<file path="src/rtl/gb_apu_wave_ram_arbiter_if.sv">
// Wave RAM access bundle: CPU req/ack port plus the channel 3 fetch port.
// Latency: none (wires only).
// Backpressure: CPU holds cpu_req until cpu_ack; channel fetches are never refused.
//
// Signals (master = requesters, slave = wave RAM arbiter):
//   cpu_req/cpu_we/cpu_addr/cpu_wdata  -> CPU access request, held until cpu_ack
//   cpu_ack/cpu_rdata                  <- completion pulse and read data
//   ch_on/ch_fetch/ch_addr             -> channel 3 enable and fetch pulse
//   ch_data/ch_valid                   <- fetched byte and its one-cycle strobe
interface gb_apu_wave_ram_arbiter_if #(
    parameter int AW = 4
);
    logic          cpu_req;
    logic          cpu_we;
    logic [AW-1:0] cpu_addr;
    logic [7:0]    cpu_wdata;
    logic          cpu_ack;
    logic [7:0]    cpu_rdata;
    logic          ch_on;
    logic          ch_fetch;
    logic [AW-1:0] ch_addr;
    logic [7:0]    ch_data;
    logic          ch_valid;

    modport master (
        output cpu_req, cpu_we, cpu_addr, cpu_wdata,
        input  cpu_ack, cpu_rdata,
        output ch_on, ch_fetch, ch_addr,
        input  ch_data, ch_valid
    );

    modport slave (
        input  cpu_req, cpu_we, cpu_addr, cpu_wdata,
        output cpu_ack, cpu_rdata,
        input  ch_on, ch_fetch, ch_addr,
        output ch_data, ch_valid
    );
endinterface

</file>
<file path="src/rtl/gb_apu_wave_ram_arbiter.sv">
// Channel 3 wave RAM owner, arbitrating one RAM port between CPU and channel fetches.
// Latency: fetch 1 cycle (2 if it loses to a forced CPU grant); CPU 1 cycle (2 if contended).
// Backpressure: channel always wins except vs. a forced CPU grant; CPU waits at most 1 cycle.
//
// Ports:
//   clk      APU system clock
//   reset_n  asynchronous active-low reset; aborts any CPU access in flight (no ack)
//   bus      gb_apu_wave_ram_arbiter_if.slave: CPU req/ack port and channel fetch port
// Parameters:
//   DEPTH      wave RAM size in bytes (address width $clog2(DEPTH))
//   INIT_BYTE  value every RAM byte takes on reset
// Build option:
//   GB_APU_WAVE_DMG_QUIRK_EN  while ch_on=1, CPU accesses are redirected to the byte the
//                             channel last fetched, and only succeed in the cycle right
//                             after a fetch (otherwise reads return 8'hFF, writes drop).
module gb_apu_wave_ram_arbiter #(
    parameter int         DEPTH     = 16,
    parameter logic [7:0] INIT_BYTE = 8'h00
) (
    input  logic                       clk,
    input  logic                       reset_n,
    gb_apu_wave_ram_arbiter_if.slave   bus
);
    localparam int AW = $clog2(DEPTH);

    // IDLE   : ready for a CPU request.
    // WAIT   : CPU lost this edge to a fetch; it is granted unconditionally at the next edge.
    // ACCESS : the CPU access has executed; cpu_ack is high and cpu_req from the finished
    //          request is ignored for this cycle.
    typedef enum logic [1:0] {
        IDLE   = 2'd0,
        WAIT   = 2'd1,
        ACCESS = 2'd2
    } state_t;

    state_t        state;
    state_t        state_nxt;

    logic [7:0]    mem [DEPTH];

    logic          fetch_pend;
    logic [AW-1:0] pend_addr;

    logic          cpu_ack;
    logic [7:0]    cpu_rdata;
    logic [7:0]    ch_data;
    logic          ch_valid;

    // Arbitration decode for the coming edge.
    logic          forced;
    logic          fetch_req;
    logic          fetch_go;
    logic [AW-1:0] fetch_addr;
    logic          cpu_go;
    logic [AW-1:0] cpu_addr_eff;
    logic          cpu_allow;

`ifdef GB_APU_WAVE_DMG_QUIRK_EN
    logic [AW-1:0] last_addr;
    logic          recent;
`endif

    always_comb begin
        forced     = (state == WAIT);
        // A fetch wanting the port: a new pulse or one held over from a lost edge.
        fetch_req  = bus.ch_on & (bus.ch_fetch | fetch_pend);
        // A fresh pulse overrides the held-over address; only one fetch is issued.
        fetch_addr = bus.ch_fetch ? bus.ch_addr : pend_addr;
        fetch_go   = fetch_req & ~forced;
        cpu_go     = forced | ((state == IDLE) & bus.cpu_req & ~fetch_req);
    end

    always_comb begin
        cpu_addr_eff = bus.cpu_addr;
        cpu_allow    = 1'b1;
`ifdef GB_APU_WAVE_DMG_QUIRK_EN
        if (bus.ch_on) begin
            cpu_addr_eff = last_addr;
            cpu_allow    = recent;
        end
`endif
    end

    always_comb begin
        state_nxt = state;
        unique case (state)
            IDLE: begin
                if (bus.cpu_req) begin
                    state_nxt = fetch_req ? WAIT : ACCESS;
                end
            end
            WAIT:    state_nxt = ACCESS;
            ACCESS:  state_nxt = IDLE;
            default: state_nxt = IDLE;
        endcase
    end

    always_ff @(posedge clk or negedge reset_n) begin
        if (!reset_n) begin
            state <= IDLE;
        end else begin
            state <= state_nxt;
        end
    end

    // Single RAM port: fetch_go and cpu_go are mutually exclusive by construction.
    always_ff @(posedge clk or negedge reset_n) begin
        if (!reset_n) begin
            for (int i = 0; i < DEPTH; i++) begin
                mem[i] <= INIT_BYTE;
            end
        end else if (cpu_go && bus.cpu_we && cpu_allow) begin
            mem[cpu_addr_eff] <= bus.cpu_wdata;
        end
    end

    always_ff @(posedge clk or negedge reset_n) begin
        if (!reset_n) begin
            cpu_ack   <= 1'b0;
            cpu_rdata <= 8'h00;
        end else begin
            cpu_ack <= cpu_go;
            if (cpu_go && !bus.cpu_we) begin
                cpu_rdata <= cpu_allow ? mem[cpu_addr_eff] : 8'hFF;
            end
        end
    end

    always_ff @(posedge clk or negedge reset_n) begin
        if (!reset_n) begin
            ch_data    <= 8'h00;
            ch_valid   <= 1'b0;
            fetch_pend <= 1'b0;
            pend_addr  <= '0;
        end else begin
            ch_valid <= fetch_go;
            if (fetch_go) begin
                ch_data <= mem[fetch_addr];
            end
            // Held only when a wanted fetch collides with a forced grant; dropping
            // ch_on or executing the fetch clears it.
            fetch_pend <= fetch_req & forced;
            if (fetch_req && forced) begin
                pend_addr <= fetch_addr;
            end
        end
    end

`ifdef GB_APU_WAVE_DMG_QUIRK_EN
    // recent marks the single cycle after a fetch, the only window in which the
    // CPU can reach the RAM while the channel plays.
    always_ff @(posedge clk or negedge reset_n) begin
        if (!reset_n) begin
            last_addr <= '0;
            recent    <= 1'b0;
        end else begin
            recent <= fetch_go;
            if (fetch_go) begin
                last_addr <= fetch_addr;
            end
        end
    end
`endif

    assign bus.cpu_ack   = cpu_ack;
    assign bus.cpu_rdata = cpu_rdata;
    assign bus.ch_data   = ch_data;
    assign bus.ch_valid  = ch_valid;

endmodule
</file>
<file path="src/flat_wrapper.sv">
// flat-port wrapper written by rule: the top's interface ports become plain ports
module gb_apu_wave_ram_arbiter_flat 
#(
    parameter int         DEPTH     = 16,
    parameter logic [7:0] INIT_BYTE = 8'h00
)
  (clk, reset_n, bus_cpu_req, bus_cpu_we, bus_cpu_addr, bus_cpu_wdata, bus_cpu_ack, bus_cpu_rdata, bus_ch_on, bus_ch_fetch, bus_ch_addr, bus_ch_data, bus_ch_valid);
  gb_apu_wave_ram_arbiter_if bus_i ();
  input  logic clk;
  input  logic reset_n;
  input wire logic [$bits(bus_i.cpu_req)-1:0] bus_cpu_req;
  input wire logic [$bits(bus_i.cpu_we)-1:0] bus_cpu_we;
  input wire logic [$bits(bus_i.cpu_addr)-1:0] bus_cpu_addr;
  input wire logic [$bits(bus_i.cpu_wdata)-1:0] bus_cpu_wdata;
  output wire logic [$bits(bus_i.cpu_ack)-1:0] bus_cpu_ack;
  output wire logic [$bits(bus_i.cpu_rdata)-1:0] bus_cpu_rdata;
  input wire logic [$bits(bus_i.ch_on)-1:0] bus_ch_on;
  input wire logic [$bits(bus_i.ch_fetch)-1:0] bus_ch_fetch;
  input wire logic [$bits(bus_i.ch_addr)-1:0] bus_ch_addr;
  output wire logic [$bits(bus_i.ch_data)-1:0] bus_ch_data;
  output wire logic [$bits(bus_i.ch_valid)-1:0] bus_ch_valid;
  assign bus_i.cpu_req = bus_cpu_req;
  assign bus_i.cpu_we = bus_cpu_we;
  assign bus_i.cpu_addr = bus_cpu_addr;
  assign bus_i.cpu_wdata = bus_cpu_wdata;
  assign bus_cpu_ack = bus_i.cpu_ack;
  assign bus_cpu_rdata = bus_i.cpu_rdata;
  assign bus_i.ch_on = bus_ch_on;
  assign bus_i.ch_fetch = bus_ch_fetch;
  assign bus_i.ch_addr = bus_ch_addr;
  assign bus_ch_data = bus_i.ch_data;
  assign bus_ch_valid = bus_i.ch_valid;
  gb_apu_wave_ram_arbiter #(.DEPTH(DEPTH), .INIT_BYTE(INIT_BYTE)) u_core (.clk(clk), .reset_n(reset_n), .bus(bus_i));
endmodule
</file>
<file path="config.mk">
export PLATFORM = sky130hd
export DESIGN_NAME = gb_apu_wave_ram_arbiter_flat
export DESIGN_NICKNAME = d
export VERILOG_FILES = /design/src/rtl/gb_apu_wave_ram_arbiter_if.sv /design/src/rtl/gb_apu_wave_ram_arbiter.sv /design/src/flat_wrapper.sv
export SDC_FILE = /design/constraint.sdc
export NUM_CORES = 1
export LEC_CHECK = 0
export CAP_MARGIN = 0
export CORE_MARGIN = 1.5
export CORE_UTILIZATION = 68
export CTS_BUF_LIST = sky130_fd_sc_hd__clkbuf_4 sky130_fd_sc_hd__clkbuf_8
export CTS_CLUSTER_DIAMETER = 40
export CTS_CLUSTER_SIZE = 10
export DETAILED_ROUTE_END_ITERATION = 16
export PLACE_DENSITY = 0.94
export SYNTH_ARGS = -nofsm -noshare
export SYNTH_HDL_FRONTEND = slang
export SYNTH_SLANG_ARGS = --single-unit
</file>
<file path="constraint.sdc">
create_clock -name clk -period 4.45 [get_ports clk]
set_input_delay 0.445 -clock clk [delete_from_list [all_inputs] [get_ports clk]]
set_output_delay 0.445 -clock clk [all_outputs]
set_load 0.05 [all_outputs]
</file>
# Yosys cells after proc, flatten, opt, wreduce, memory -nomap -nowiden
# Index checks and enable logic that the tools add are counted.
[classes] order_cmp=3 eq_ne=2 mux=13 n_bitwise=11 n_reduce_logical=6
[ops] cell="128-bit bitwise mux" n=1
[ops] cell="8-bit binary-select mux with 4-bit select" n=2
[ops] cell="8-bit two-way mux" n=5
[ops] cell="8-bit demux with 4-bit select" n=1
[ops] cell="5-bit >= comparator, second input constant" n=2
[ops] cell="4-bit inverter with 5-bit output" n=2
[ops] cell="1-bit bitwise AND" n=5
[ops] cell="5-bit by 1-bit < comparator with 1-bit output, second input constant" n=1
[ops] cell="1-bit logical AND" n=4
[ops] cell="2-bit two-way mux" n=2
[ops] cell="4-bit two-way mux" n=1
[ops] cell="2-bit one-hot mux with 2 select lines" n=1
[ops] cell="2-bit by 1-bit == test with 1-bit output, second input constant" n=1
[ops] cell="2-bit zero test" n=1
[ops] cell="2-bit != test, second input constant" n=1
[ops] cell="1-bit inverter" n=2
[ops] cell="1-bit bitwise OR" n=2
[ops] cell="1-bit zero test" n=1
[totals] register_bits=153 input_bits=22 output_inout_bits=18 wordCells=58

# Logic depth before layout (Yosys ltp)
[depth] ltp_word=6 mapped_depth=7

# Worst setup path after synthesis
# No wires, ideal clock.
[synth_path] kind="input port to flip-flop" startpoint="input port bus_cpu_addr[0]" endpoint="register u_core.cpu_rdata[0], in the netlist u_core.bus.cpu_rdata[0]" setup_ps=125 arrival_ps=2148 slack_ps=2177 path_stages=5 n_path_buf=2 path_cell_list="buf_2 > buf_2 > mux4_2 > mux4_2 > mux2_2"
[synth_via] elab_chain_cells=4
[synth_rtl] item="start: declaration" line_no="flat_wrapper.sv:13" rtl="input wire logic [$bits(bus_i.cpu_addr)-1:0] bus_cpu_addr;"
[synth_rtl] item="4-bit inverter with 5-bit output (not written as such)" line_no="gb_apu_wave_ram_arbiter.sv:124" rtl="cpu_rdata <= cpu_allow ? mem[cpu_addr_eff] : 8'hFF;"
[synth_rtl] item="8-bit binary-select mux with 4-bit select" line_no="gb_apu_wave_ram_arbiter.sv:124"
[synth_rtl] item="8-bit two-way mux (not written as such) (2 in series)" line_no="gb_apu_wave_ram_arbiter.sv:124"
[synth_rtl] item="end signal: assignment" line_no="gb_apu_wave_ram_arbiter.sv:124"
[synth_rtl] item="end: declaration" line_no="gb_apu_wave_ram_arbiter.sv:45" rtl="logic [7:0] cpu_rdata;"
# Every way passes these cells. The select of a mux whose other input is x is not followed.
# A chain may end at the register's enable or synchronous reset.

# Worst setup path in the final report
[layout_path] startpoint="input port bus_ch_fetch" endpoint="register u_core.mem[124] in the netlist's numbering"
[layout_via] elab_chain_cells=6
[layout_rtl] item="start: declaration" line_no="flat_wrapper.sv:18" rtl="input wire logic [$bits(bus_i.ch_fetch)-1:0] bus_ch_fetch;"
[layout_rtl] item="1-bit bitwise OR" line_no="gb_apu_wave_ram_arbiter.sv:66" rtl="fetch_req = bus.ch_on & (bus.ch_fetch | fetch_pend);"
[layout_rtl] item="1-bit bitwise AND" line_no="gb_apu_wave_ram_arbiter.sv:66"
[layout_rtl] item="1-bit inverter" line_no="gb_apu_wave_ram_arbiter.sv:70" rtl="cpu_go = forced | ((state == IDLE) & bus.cpu_req & ~fetch_req);"
[layout_rtl] item="1-bit bitwise AND" line_no="gb_apu_wave_ram_arbiter.sv:70"
[layout_rtl] item="1-bit bitwise OR" line_no="gb_apu_wave_ram_arbiter.sv:70"
[layout_rtl] item="1-bit logical AND" line_no="gb_apu_wave_ram_arbiter.sv:112" rtl="end else if (cpu_go && bus.cpu_we && cpu_allow) begin"
[layout_rtl] item="end signal: indexed assignment" line_no="gb_apu_wave_ram_arbiter.sv:113" rtl="mem[cpu_addr_eff] <= bus.cpu_wdata;"
[layout_rtl] item="end: declaration" line_no="gb_apu_wave_ram_arbiter.sv:39" rtl="logic [7:0] mem [DEPTH];"
# Every way passes these cells.

==> run_results.csv <==
group,metric,value,unit
clock_tree,cts.clk_slew.worst_paths,80,ps
route,drc_errors,0,
synth,synth_top_cell_by_area,"dfrtp_1",
outcome,outcome,"completed",
clock_tree,clockBufferDepth,2,
die,std_cell_rows,41,
layout,stdcell_area,9780,um2
synth,avgSynthCellArea,11.3,um2
placed_design,dpl.hpwl,15.9,mm
clock_tree,cts_sinks,153,
die,dieArea,13800,um2
min_path,hold_class,"in -> async",
global_routing,grt_pass1_wl,40.8,mm
setup_path,cp-end-kind,"flip-flop",
placed_design,dpl_worst_slack,987,ps
global_routing,grt_overflow,0,
synth,ys_seq_area_share,42.8,%
sta,slew_viol_final,0,
setup_path,start_kind,"input port",
sta,finClkSkew,8.34,ps
layout,fin_nets,825,
sta,max_freq,0.325,GHz
route,drt_wl_total,25.7,mm
clock_tree,h-tree-depth,4,
synth,yosysWarnings,0,
clock_tree,postCtsSetupRepairBufs,0,
sta,min_period_over_period,69.1,%
setup_path,r2r_setup_slack,1810,ps
synth,ys_seq_elements,153,
layout,drive_gt1_share,29.9,%
die,start_util,70.2,%
die,boundaryPins,40,
placed_design,gp_congestion,0.939,
power,powerDensity,428,nW/um2
power,p_leak,4.10,nW
synth,synth_area,8940,um2
sta,worst_pin_slew,1420,ps
synth,syn_inst,790,
synth,synth_top_area_share,42.8,%
route,dr.first_iter.drc_count,1022,
synth,synth_cell_types,35,
layout,filler_cell_count,729,
route,ant_nets,0,
global_routing,antenna_found_initial,2,
clock_tree,ctsHoldBuffers,0,
die,die_h,118,um
die,core,12700,um2
setup_path,crit_type,"in -> reg",
synth,syn_nets,812,
clock_tree,cts_root_buf,"clkbuf_8",
sta,relSlewSlack,5.35,%
route,drtPass1Iterations,6,
clock_tree,cts-buffers-inserted,17,
setup_path,crit_required,4820,ps
global_routing,grt.total_usage,38.9,%
route,routedWlPerCell,26.0,um
setup_path,worstPathArrival,3440,ps
sta,rsz0062_at_grt,"false",
run,maxCapViolCount,0,
placed_design,io_buffers,39,
route,vias,7197,
layout,n_antenna_cell,0,
sta,final.min_clock_period,3080,ps
layout,area_growth,9.45,%
synth,ys_top_cells_by_area,"dfrtp_1, mux2_2, mux4_2",
clock_tree,clkLatencyLatePin,480,ps
sta,hold_viol_final,0,
sta,setup_violations,0,
route,via_per_inst,7.28,
die,dieWidth,118,um
setup_path,cp_max_fo,16,
placed_design,placed_area,9410,um2
clock_tree,cts_tree,"yes",
sta,setup-tns-final,0,ps
clock_tree,cts_resized,0,
power,vdd_drop_max,0.200,mV
sta,fin_ws,1370,ps
global_routing,grt_pass1_vias,7361,
global_routing,grt_start_max_net_pins,84,
==> per-stage QoR <==
step | cells | hold WS, ps | util [%] | power [mW]
5_1_grt | 988 | 84.5 | 76.9 | 4.34
3_5_place_dp | 956 | 500 | 74.0 | 3.14
2_1_floorplan | 790 | 149 | - | 2.72
3_3_place_gp | 956 | 483 | 74.0 | 3.05
4_1_cts | 988 | 31.3 | 76.9 | 4.15
6_report | 988 | 17.2 | 76.9 | 4.19
==> path summary, 6_finish.rpt <==
| path | start | endpoint | depth (start not counted) |
|---|---|---|---|
| hold reg to reg | u_core.bus.cpu_rdata[1] | u_core.bus.cpu_rdata[1] | 1 |
| hold / removal | reset_n | u_core.mem[69] | 1 |
| max in group asynchronous | reset_n | u_core.mem[30] | 2 |
| min in group clk | u_core.bus.cpu_rdata[1] | u_core.bus.cpu_rdata[1] | 1 |
| setup reg to reg | u_core.pend_addr[0] | u_core.bus.ch_data[5] | 6 |
| setup / recovery | bus_ch_fetch | u_core.mem[124] | 6 |
==> cells in the final DEF (no fill, tap or decap), drive strengths merged, types with 2 or more instances in the layout <==
cell           count
o21ai             26
nor2b            129
nor3               5
a21oi             12
nor3b              2
inv               51
nor2              22
nand2b             5
clkbuf            23
and3b              3
clkinv             7
mux4              40
a31oi              9
clkdlybuf4s50     36
a22oi              8
a221oi            32
mux2             139
o22ai             64
nand2             22
dfrtp            153
buf               17
or4b               2
==> cells by family after synthesis <==
logic type | count (synthesis) | synth area share (%)
and+or+nand+nor | 194 | 13.4
muxes | 180 | 27.7
AOI/OAI and AO/OA | 153 | 11.3
DFF | 153 | 42.8
buffers and inverters | 110 | 4.73
==> worst max-delay path: stages <==
cell and delay (ps):
clkdlybuf4s50_1 690, o21ai_2 370, a21oi_2 170, nor4_1 620, nor3b_2 720, mux2_2 420
==> metal layers <==
layer / GRT usage (%) / routed length [um] / vias up
met5: 0 / 13 / -
met4: 24.2 / 1440 / 2
met3: 10.8 / 3220 / 145
met2: 60.5 / 12000 / 644
met1: 48.5 / 9070 / 3498
li1: - / - / 2908
==> power by group <==
part           internal [mW]  total [mW]  switching (mW)  leakage [nW]
Sequential              1.64        1.90           0.260          2.00
Clock                  0.497        1.02           0.519         0.199
Combinational          0.581        1.27           0.690          1.90
==> registers in the layout, indices dropped and copies added, names as in the netlist <==
register              flops
u_core.mem              128
u_core.bus.ch_data        8
u_core.bus.cpu_rdata      8
u_core.pend_addr          4
u_core.state              2
u_core.bus.ch_valid       1
u_core.bus.cpu_ack        1
u_core.fetch_pend         1
==> synthesized netlist by cell type <==
| master | instances |
|---|---|
| mux2i_1 | 1 |
| o22ai_1 | 64 |
| inv_1 | 51 |
| nor4_1 | 1 |
| or4_1 | 1 |
| and3b_1 | 3 |
| nor3b_1 | 1 |
| a32oi_1 | 1 |
| nand2_1 | 22 |
| nor3b_2 | 1 |
| nor2_1 | 13 |
| nor4b_1 | 1 |
| mux2_1 | 2 |
| a21oi_1 | 11 |
| buf_1 | 4 |
| nand2b_1 | 5 |
| nor2_2 | 6 |
| a221oi_1 | 32 |
| or2_2 | 1 |
| a22oi_1 | 8 |
| nor3_4 | 3 |
| mux2_2 | 137 |
| nor3_1 | 2 |
| clkbuf_1 | 47 |
| dfrtp_1 | 153 |
| a31oi_1 | 9 |
| buf_2 | 8 |
| or4b_1 | 2 |
| nor2b_1 | 129 |
| o21ai_2 | 1 |
| mux4_2 | 40 |
| o32a_1 | 1 |
| a21oi_2 | 1 |
| o21ai_0 | 25 |
| nor2_4 | 3 |
==> final cells by class <==
class                   instances  area (um2)  share of cell area [%]
clock buffers                  23         298                    3.04
clock inverters                 9        72.6                   0.742
inverters                      51         191                    1.96
multi-input cells             527        4690                    47.9
flip-flops and latches        153        3830                    39.2
well taps                     172         215                    2.20
repair buffers                 53         487                    4.98
Note: power is estimated with default switching activity, not from simulation.
==> RTL edit (same settings) <==
Encoding of `state_t`: now one-hot (3 bits for 3 states).
--- a/src/rtl/gb_apu_wave_ram_arbiter.sv
+++ b/src/rtl/gb_apu_wave_ram_arbiter.sv
@@ -27,10 +27,10 @@
     // WAIT   : CPU lost this edge to a fetch; it is granted unconditionally at the next edge.
     // ACCESS : the CPU access has executed; cpu_ack is high and cpu_req from the finished
     //          request is ignored for this cycle.
-    typedef enum logic [1:0] {
-        IDLE   = 2'd0,
-        WAIT   = 2'd1,
-        ACCESS = 2'd2
+    typedef enum logic [2:0] {
+        IDLE   = 3'b001,
+        WAIT   = 3'b010,
+        ACCESS = 3'b100
     } state_t;
 
     state_t        state;
Formal check against the unedited RTL: same outputs for any inputs over 4 cycles, from zero or initial values and one cycle with reset_n low; so few cycles prove little.
==> RTL edit against the original RTL <==
Wire length decreased by 1.2%; synthesized cell count is the same; power down 2.4%; critical endpoint is now u_core.mem[5]$_DFFE_PN0P_; critical path depth is the same; design area fell by 0.40%; sequential cell count rose by 1; setup slack gained 17 ps; via count grew 1.4%; area after synthesis about the same; highest routed layer is now met4.
==> RTL edit: results <==
export IMPL_status="complete, no violations"
export IMPL_fin_nets=824
export IMPL_dpl_cell_area_um2=9370
export IMPL_numCtsBuffers=17
export IMPL_p_sw_share_pct=35.4
export IMPL_cp_arrival_ps=3420
export IMPL_path_clk_slew_ps=90
export IMPL_drive_gt1_share_pct=29.0
export IMPL_synth_async_reset_ratio_pct=100
export IMPL_numPortBuffers=39
export IMPL_synth_top_cells_by_area="dfrtp_1, mux2_2, mux4_2, nor2b_1, o22ai_1"
export IMPL_grt_pass1_wl_um=39900
export IMPL_ys_types=38
export IMPL_synth_ff_type="dfrtp_1"
export IMPL_drv_cap=0
export IMPL_crit_fanout=24
export IMPL_insertion_delay_ps=480
export IMPL_crit_slowest_cell="clkdlybuf4s50_1"
export IMPL_cts_root_buf="clkbuf_8"
export IMPL_grt_usage_pct=37.8
export IMPL_clock_path_buffers=2
export IMPL_first_iter_violations=974
export IMPL_grt_pass1_vias=7411
export IMPL_seq_area_frac_synth_pct=43.2
export IMPL_grt_max_degree=122
export IMPL_routedWlPerCell_um=25.7
export IMPL_yosys_top_cells_count="dfrtp_1, mux2_2, nor2b_1"
export IMPL_antenna_found_initial=0
export IMPL_ir_worst_vdd_v=0.000250
export IMPL_ys_warn_count=0
export IMPL_post_drt_via_cell_ratio=7.40
export IMPL_top_regs="u_core.mem: 128 flops, u_core.bus.ch_data: 8 flops, u_core.bus.cpu_rdata: 8 flops"
export IMPL_antenna_cells=0
export IMPL_tightest_slew_ps=1340
export IMPL_worst_path_largest_cell_delay_ps=690
export IMPL_nFillCells=770
export IMPL_hold_path_class="input port to asynchronous set/reset pin"
export IMPL_regArea_um2=3860
export IMPL_final_setup_skew_ps=12.5
export IMPL_routabilityCongestion=0.921
export IMPL_p_leak_nw=4.16
export IMPL_syn_nets=812
export IMPL_htreeDepth=4
export IMPL_dp_hpwl_um=15400
export IMPL_firstDrtPassIters=6
export IMPL_cts_resized=0
export IMPL_postCtsSetupBuffers=0
==> RTL edit: kinds of logic after synthesis <==
kind of cell | after synthesis | synth area share [%]
multiplexers | 180 | 27.7
flip-flops | 154 | 43.2
AO/OA/AOI/OAI | 153 | 11.3
AND/OR/NAND/NOR | 198 | 13.1
buffers and inverters | 105 | 4.69
==> RTL edit: final cells by class <==
class	instances	share of cell area (%)
multi-input cells	531	47.9
flip-flops and latches	154	39.6
repair buffers	48	4.56
clock buffers	17	2.40
well taps	172	2.21
inverters	50	1.93
clock inverters	15	1.45
==> RTL edit: critical path: cells and delay by family <==
family,cells,cell delay [ps]
buf+inv,1,690
compound gates,2,690
simple gates,2,1160
mux,1,410
==> RTL edit: worst paths after layout <==
path,startpoint,end,slack (ps),depth (start not counted)
min in group clk,u_core.state[2]$_DFFE_PN0P_,u_core.state[1]$_DFFE_PN0P_,510,1
max reg2reg,u_core.state[0]$_DFFE_PN1P_,u_core.mem[5]$_DFFE_PN0P_,1800,5
min,reset_n,u_core.pend_addr[2]$_DFFE_PN0P_,120,1
min reg2reg,u_core.state[2]$_DFFE_PN0P_,u_core.state[1]$_DFFE_PN0P_,510,1
max in group asynchronous,reset_n,u_core.mem[5]$_DFFE_PN0P_,3230,2
max,bus_ch_fetch,u_core.mem[5]$_DFFE_PN0P_,1390,6
==> RTL edit: layer usage <==
layer	global-route usage [%]	vias to the layer above	routed length (µm)
met4	24.0	0	1620
li1	-	2916	-
met1	46.8	3591	8760
met3	10.8	164	3160
met5	0	-	0
met2	58.6	628	11900
==> RTL edit: power groups by stage <==
stage	combinational [mW]	sequential, mW	clock (mW)
floorplan	0.716	1.94	0
global placement	1.11	1.84	0
detailed placement	1.16	1.87	0
CTS	1.18	1.84	1.03
global route	1.26	1.88	1.09
finish	1.20	1.86	1.03
==> RTL edit: per-stage QoR <==
stage	setup slack [ps]	std cells
global placement	1130	955
finish	1390	987
detailed placement	943	955
floorplan	2190	790
global route	1300	987
CTS	1440	987
